<file path="config.mk">
export PLATFORM = sky130hd
export DESIGN_NAME = code_tracker
export DESIGN_NICKNAME = d
export VERILOG_FILES = /design/src/rtl/code_tracker.sv
export SDC_FILE = /design/constraint.sdc
export NUM_CORES = 1
export LEC_CHECK = 0
export BUFFER_PORTS_ARGS = -buffer_cell sky130_fd_sc_hd__clkbuf_2
export CAP_MARGIN = 30
export CORE_MARGIN = 2
export CORE_UTILIZATION = 30
export DETAILED_ROUTE_END_ITERATION = 10
export PLACE_DENSITY = 0.46
export SYNTH_ARGS = -nofsm -noshare
export SYNTH_HDL_FRONTEND = slang
export SYNTH_SLANG_ARGS = --single-unit
</file>
<file path="constraint.sdc">
create_clock -name clk4 -period 8.7 [get_ports clk4]
set_input_delay 0.435 -clock clk4 [delete_from_list [all_inputs] [get_ports clk4]]
set_output_delay 0.435 -clock clk4 [all_outputs]
set_load 0.02 [all_outputs]
</file>
<file path="src/rtl/code_tracker.sv">
// code_tracker: fine-tracking controller for the FMDLL delay-line code.
// Loads the SAR result, then steps the code by +/-1 LSB. Each step is decided
// by a vote filter on COMP, and lock is flagged once the steps keep reversing.
module code_tracker #(
  parameter int unsigned W        = 10,
  parameter int unsigned FILT     = 4,
  parameter int unsigned LOCK_CNT = 8
) (
  input  logic         clk4,
  input  logic         rst,
  input  logic         sar_done,
  input  logic [W-1:0] sar_q,
  input  logic         COMP,
  input  logic         track_en,
  output logic [W-1:0] code,
  output logic         code_valid,
  output logic         locked,
  output logic         up,
  output logic         dn,
  output logic         sat
);

  localparam int unsigned AW = $clog2(FILT) + 2;
  localparam int unsigned CW = $clog2(LOCK_CNT + 1);

  localparam logic signed [AW-1:0] ACC_POS  = AW'(FILT);
  localparam logic signed [AW-1:0] ACC_NEG  = -ACC_POS;
  localparam logic signed [AW-1:0] ACC_ONE  = AW'(1);
  localparam logic [W-1:0]         CODE_MAX = {W{1'b1}};
  localparam logic [CW-1:0]        REV_MAX  = CW'(LOCK_CNT);

  typedef enum logic [1:0] {
    S_IDLE  = 2'd0,
    S_LOAD  = 2'd1,
    S_TRACK = 2'd2,
    S_HOLD  = 2'd3
  } state_t;

  state_t                r_state;
  logic [W-1:0]          r_code;
  logic                  r_code_valid;
  logic                  r_locked;
  logic                  r_up;
  logic                  r_dn;
  logic                  r_sat;
  logic signed [AW-1:0]  r_acc;
  logic [CW-1:0]         r_rev;
  logic                  r_have_dir;
  logic                  r_last_dir;

  logic signed [AW-1:0]  w_acc_nxt;
  logic                  w_step_up;
  logic                  w_step_dn;
  logic                  w_blocked;
  logic [CW-1:0]         w_rev_inc;

  // Vote update and step decision for the current COMP sample
  always_comb begin
    w_acc_nxt = COMP ? (r_acc + ACC_ONE) : (r_acc - ACC_ONE);
    w_step_up = (w_acc_nxt == ACC_POS);
    w_step_dn = (w_acc_nxt == ACC_NEG);
    w_blocked = (w_step_up && (r_code == CODE_MAX)) ||
                (w_step_dn && (r_code == '0));
    w_rev_inc = (r_rev == REV_MAX) ? r_rev : (r_rev + CW'(1));
  end

  // Tracking FSM with registered code, status and step pulses
  always_ff @(posedge clk4 or posedge rst) begin
    if (rst) begin
      r_state      <= S_IDLE;
      r_code       <= '0;
      r_code_valid <= 1'b0;
      r_locked     <= 1'b0;
      r_up         <= 1'b0;
      r_dn         <= 1'b0;
      r_sat        <= 1'b0;
      r_acc        <= '0;
      r_rev        <= '0;
      r_have_dir   <= 1'b0;
      r_last_dir   <= 1'b0;
    end else begin
      r_up  <= 1'b0;
      r_dn  <= 1'b0;
      r_sat <= 1'b0;
      case (r_state)
        S_IDLE: begin
          if (sar_done && track_en) begin
            r_state <= S_LOAD;
          end
        end
        S_LOAD: begin
          r_code       <= sar_q;
          r_code_valid <= 1'b1;
          r_acc        <= '0;
          r_rev        <= '0;
          r_have_dir   <= 1'b0;
          r_last_dir   <= 1'b0;
          r_locked     <= 1'b0;
          r_state      <= S_TRACK;
        end
        S_TRACK: begin
          if (!track_en) begin
            // The edge that leaves TRACK takes no vote
            r_acc   <= '0;
            r_state <= S_HOLD;
          end else if (w_step_up || w_step_dn) begin
            r_acc <= '0;
            if (w_blocked) begin
              // Boundary step: code and lock history are left alone
              r_sat <= 1'b1;
            end else begin
              if (w_step_up) begin
                r_code <= r_code + W'(1);
                r_up   <= 1'b1;
              end else begin
                r_code <= r_code - W'(1);
                r_dn   <= 1'b1;
              end
              r_have_dir <= 1'b1;
              r_last_dir <= w_step_up;
              if (r_have_dir) begin
                if (w_step_up != r_last_dir) begin
                  r_rev <= w_rev_inc;
                  if (w_rev_inc == REV_MAX) begin
                    r_locked <= 1'b1;
                  end
                end else begin
                  r_rev    <= '0;
                  r_locked <= 1'b0;
                end
              end
            end
          end else begin
            r_acc <= w_acc_nxt;
          end
        end
        S_HOLD: begin
          r_acc <= '0;
          if (track_en) begin
            r_state <= S_TRACK;
          end
        end
        default: begin
          r_state <= S_IDLE;
        end
      endcase
    end
  end

  assign code       = r_code;
  assign code_valid = r_code_valid;
  assign locked     = r_locked;
  assign up         = r_up;
  assign dn         = r_dn;
  assign sat        = r_sat;

endmodule

</file>
==> metrics.yaml, run 1 <==
final_layout:
  syn2layout_area_growth_pct: 13.6
  multiInputGateArea_mm2: 0.00124
  diodes: 0
  layout-drive-gt1-share: 0.180
  fin_cells: 327
  n_fill_cell: 666
  seqCellArea_um2: 676
  fin_nets: 281
power:
  peakVddDrop_uv: 115
  finalPower_mw: 0.542
  powerDensity_mw_per_mm2: 240
  p_clk_frac: 0.145
  power_frac_comb: 0.503
  pwr-share-seq: 0.352
  p_sw_frac: 0.451
  leakage_nw: 1.00
  intPower_mw: 0.297
  switching_power_mw: 0.244
sta:
  hold_slack_ps: 172
  fin_crit_sh: 0.407
  fmax_mhz: 282
  max_slew_margin: 0.422
  finalSetupViolCount: 0
  slew_viol_final: 0
  finalHoldViolations: 0
  final.setup_skew_ps: 5.89
  worst_slew_pin_slew_ps: 865
  grt_setup_unrepaired: "no"
  tns_ps: 0
  fin_ws_ps: 5160
  post-route-min-period_ps: 3540
drt:
  remaining_drc_errors: 0
  routedWlPerCell_um: 14.1
  drt_wl_total_mm: 4.61
  avgViaCountPerCell: 5.15
  ant_nets: 0
  drtIter0Drc: 60
  vias: 1685
  first_pass_iters: 4
global_routing:
  grt_max_degree: 28
  first_global_vias: 1680
  antenna_found_initial: 0
  grt_use_total: 0.139
  grt_pass1_wl_mm: 8.20
  overflow: 0
synth:
  syn-num-nets: 250
  ys_warn_count: 0
  synth_area_leaders: "dfrtp_1 (34%), ha_1 (8.2%), a21oi_1 (4.8%)"
  synth_largest_area_cell: "dfrtp_1"
  ys_seq_area_frac: 0.340
  synth_area_mm2: 0.00199
  synth_top_area_frac: 0.340
  synth_enable_flop_cells: 0
  async_reset_ff_frac: 1.00
  synthCells: 220
  ys_ff_latch: 27
  synth-main-ff-cell: "dfrtp_1"
  ys_types: 60
  avgSynthCellArea_um2: 9.03
critical_path:
  cp_data_arrival_time_ps: 3760
  critPathMaxFanout: 9
  end_kind: "flip-flop"
  setup.worst_path.start: "COMP"
  worst_ep_required_time_ps: 8920
  critPathKind: "input port to flip-flop"
  worstSetupStartpointType: "input port"
  timing.rr.start: "r_acc[1]"
die:
  rows: 29
  die_h_um: 85.4
  die-area_mm2: 0.00729
  ioPinCount: 30
  core-area_mm2: 0.00639
  fp.dieW_um: 85.4
  initial_core_util: 0.311
placement:
  dp_hpwl_mm: 3.48
  routabilityCongestion: 0.814
  dpl.cell_count: 323
  portBuffers: 29
  preCtsSetupSlack_ps: 4840
clock_tree:
  cts_sinks: 27
  cts_made_buffers: 3
  htree_levels: 1
  clk_path_buf_depth: 2
  ctsHoldBuffers: 0
  clk_latency_ps: 280
  clk_pin_slew_ps: 110
  cts_tree: "yes"
  cts-root-buf: "clkbuf_8"
  ctsResizeCount: 0
  postCtsSetupBuffers: 0
hold_path:
  hold_path_class: "input port to async pin"
job:
  maxCapViolCount: 0
run_status:
  status: "finished, final reports clean"
-- final cells by class --
cell class                 instances  share of cell area
sequential                        27               0.299
timing repair buffer              30              0.0676
clock buffer                       4              0.0200
multi-input combinational        176               0.549
tap                               77              0.0427
inverter                          13              0.0216
-- routing by layer --
layer	track usage	vias to the layer above	share of wire
met1	0.187	789	0.50
met4	0.0390	0	0.012
met3	0.0165	4	0.018
met5	0	-	0
li1	-	874	-
met2	0.235	18	0.47
-- kinds of logic after synthesis --
logic type	count (synthesis)	share of synthesized area
and+or+nand+nor	83	0.229
AOI/OAI and AO/OA	72	0.264
DFF	27	0.340
buffers and inverters	17	0.0365
adders and majority gates	15	0.102
xor gates and xnor gates	4	0.0176
muxes	2	0.0107
-- path summary, 6_finish.rpt --
check / to / slack (ps) / cells after the start
worst max-delay path: code[8] / 5160 / 15
worst min-delay path: r_rev[0] / 170 / 3
worst max register to register: code[8] / 5160 / 13
worst min register to register: code_valid / 480 / 1
max in group asynchronous: r_acc[2] / 8240 / 3
min in group clk4: r_state[0] / 370 / 3
-- power groups by stage --
stage          clock [mW]  sequential [mW]  combinational (mW)
6_report           0.0783            0.191               0.273
5_1_grt            0.0854            0.198               0.313
4_1_cts            0.0793            0.192               0.273
3_5_place_dp            0            0.195               0.271
3_3_place_gp            0            0.195               0.275
2_1_floorplan           0            0.210               0.184
-- sequential cells by signal (all words and copies together) (netlist names) --
| name | cells |
|---|---|
| r_rev | 4 |
| locked | 1 |
| up | 1 |
| r_acc | 4 |
| r_have_dir | 1 |
| code_valid | 1 |
| code | 10 |
| r_state | 2 |
| sat | 1 |
| r_last_dir | 1 |
| dn | 1 |
-- synthesized netlist by cell type (4+ instances only) --
cell / n
a21o_1: 6
nand2_1: 23
o21ai_0: 11
nor3_1: 6
nand4_1: 5
a21oi_1: 19
dfrtp_1: 27
inv_1: 13
and2_1: 4
nor2b_1: 5
nor2_1: 11
nand3_1: 4
ha_1: 13
o21ai_1: 5
-- through the flow --
stage                     utilization  cell area, um2
final                           0.353            2260
after global routing            0.353            2260
after CTS                       0.353            2260
after detailed placement        0.346            2210
after global placement          0.346            2210
after floorplan                     -            1990
-- layout by cell type (no fill, tap or decap), types with 4 or more instances in the layout --
master,Yosys,routed
nor3_1,6,6
dfrtp_1,27,27
a21o_1,6,6
a21oi_1,19,19
nor2_1,11,11
and2_1,4,4
ha_1,13,13
clkbuf_2,0,29
o21ai_0,11,11
nand3_1,4,4
inv_1,13,13
nor2b_1,5,5
o21ai_1,5,5
nand4_1,5,5
nand2_1,23,23
-- worst max-delay path, stage by stage --
cell and delay, ps:
clkbuf_2 140, inv_1 100, ha_1 330, a21o_1 230, a221oi_2 330, nor2_2 130, nand2_1 320, inv_1 150
fa_1 390, nor2b_1 210, o31a_1 200, o211ai_1 110, a2111oi_0 430, nor3_1 120, mux2i_1 130
Power figures use the tool's default switching activity.
==> inputs of run 2 (changes only) <==
Clock period 8.7 ns to 3.4 ns, I/O delays scaled along.
==> run 2 against run 1 <==
Compared with the run above:
- non-clock buffer count is 13 higher
- clock skew is 1.3 ps higher
- combinational power grew to 2.8 times the previous value
- routed wire length is 6.9% higher
==> metrics.yaml, run 2 (synthesized netlist as in run 1, its figures left out) <==
sta:
  fin_crit_sh: 0.923
  finalHoldViolations: 0
  grt_setup_unrepaired: "no"
  worst_slew_pin_slew_ps: 602
  max_slew_margin: 0.597
  tns_ps: 0
  slew_viol_final: 0
  post-route-min-period_ps: 3140
  fmax_mhz: 319
  final.setup_skew_ps: 7.17
  finalSetupViolCount: 0
critical_path:
  critPathMaxFanout: 8
  worst_ep_required_time_ps: 3620
  cpMaxStageDelayCell: "dfrtp_1"
  cp_data_arrival_time_ps: 3360
  worst_path_largest_cell_delay_ps: 410
  critPathKind: "flip-flop to flip-flop"
  end_kind: "flip-flop"
  worstSetupStartpointType: "flip-flop"
  crit_chain: "ha_1 -> a21oi_1 -> a22oi_1 -> nor2_2 -> nand2_4 -> buf_4 -> ha_1 -> a21oi_1 -> o21bai_1 -> a21o_1 -> or3_1 -> a311o_1 -> nand2_1"
  rr_worst_depth: 13
job:
  maxCapViolCount: 0
placement:
  dp_hpwl_mm: 3.85
  routabilityCongestion: 0.873
  portBuffers: 29
global_routing:
  antenna_found_initial: 0
  first_global_vias: 1707
  overflow: 0
  grt_pass1_wl_mm: 8.31
  grt_max_degree: 23
  grt_use_total: 0.142
die:
  die-area_mm2: 0.00729
  fp.dieW_um: 85.4
  rows: 29
  core-area_mm2: 0.00639
  initial_core_util: 0.311
  die_h_um: 85.4
  ioPinCount: 30
clock_tree:
  clk_path_buf_depth: 2
  postCtsSetupBuffers: 0
  cts_made_buffers: 3
  htree_levels: 1
  cts-root-buf: "clkbuf_8"
  cts_tree: "yes"
  cts_sinks: 27
  clk_latency_ps: 280
  clk_pin_slew_ps: 100
final_layout:
  final_common_cell: "clkbuf_2"
  syn2layout_area_growth_pct: 19.4
  largest_register_ffs: 10
  final_cell_mix: "clkbuf_2 (29), dfrtp_1 (27), nand2_1 (22), a21oi_1 (19)"
  diodes: 0
  layout-drive-gt1-share: 0.228
  fin_nets: 294
power:
  powerDensity_mw_per_mm2: 611
  finalPower_mw: 1.45
  peakVddDrop_uv: 277
  leakage_nw: 1.07
drt:
  vias: 1740
  first_pass_iters: 4
  remaining_drc_errors: 0
  drtIter0Drc: 38
  drt_wl_total_mm: 4.92
  ant_nets: 0
  avgViaCountPerCell: 5.12
  routedWlPerCell_um: 14.5
run_status:
  status: "finished, final reports clean"
hold_path:
  min_path_cells: 3
  hold_path_class: "input port to flip-flop"
[run 2: changes by cell type in the layout (fill, tap and decap cells not counted), sizes merged]
cell	change
dlygate4sd3	+1
clkinv	+1
buf	+12
clkbuf	-1
[run 2: final timing paths]
path	startpoint	to	slack [ps]
worst min register to register	code_valid	code_valid	470
min in group asynchronous	rst	code[6]	350
worst max-delay path	r_acc[2]	code[9]	260
max in group asynchronous	rst	r_rev[3]	2460
worst min-delay path	sar_done	r_state[0]	110
worst max register to register	r_acc[2]	code[9]	260
[run 2: what timing repair did]
item	in CTS	in global routing
hold buffers	1	0
gates resized for setup	0	4
setup endpoints to repair	0	3
endpoints found under the hold margin	6	0
[run 2: report_power, final]
part	internal [mW]	leakage, nW	switching [mW]
Combinational	0.336	0.710	0.429
Clock	0.0823	0.0255	0.108
Sequential	0.389	0.337	0.105
[run 2: cell type report]
class                   count  area, um2
clock buffers               3       41.3
flip-flops and latches     27        676
inverters                  13       48.8
clock inverters             1       5.00
multi-input cells         176       1250
well taps                  77       96.3
fillers                   687       4010
repair buffers             43        253
[run 2: worst max-delay path: cells and delay by family, from the launching register on]
family          cells  cell delay, ps
buf+inv             1             160
compound gates      6            1230
fa+ha+maj           2             600
simple gates        4             690
flops               1             410
[run 2: metal layers]
| layer | up-vias | GRT usage | part of all wire |
|---|---|---|---|
| li1 | 905 | - | - |
| met4 | 0 | 0.0346 | 0.010 |
| met2 | 23 | 0.242 | 0.48 |
| met1 | 810 | 0.189 | 0.49 |
| met5 | - | 0 | 0 |
| met3 | 2 | 0.0233 | 0.025 |
[run 2: per-stage QoR]
step | instances | utilization | setup WS, ps | instance area, um2 | hold WS, ps
global placement | 335 | 0.361 | 154 | 2300 | 104
CTS | 340 | 0.369 | 111 | 2360 | 105
floorplan | 220 | - | 283 | 1990 | 223
global route | 340 | 0.371 | 51.7 | 2370 | 108
finish | 340 | 0.371 | 261 | 2370 | 109
detailed placement | 335 | 0.361 | 79.3 | 2300 | 116
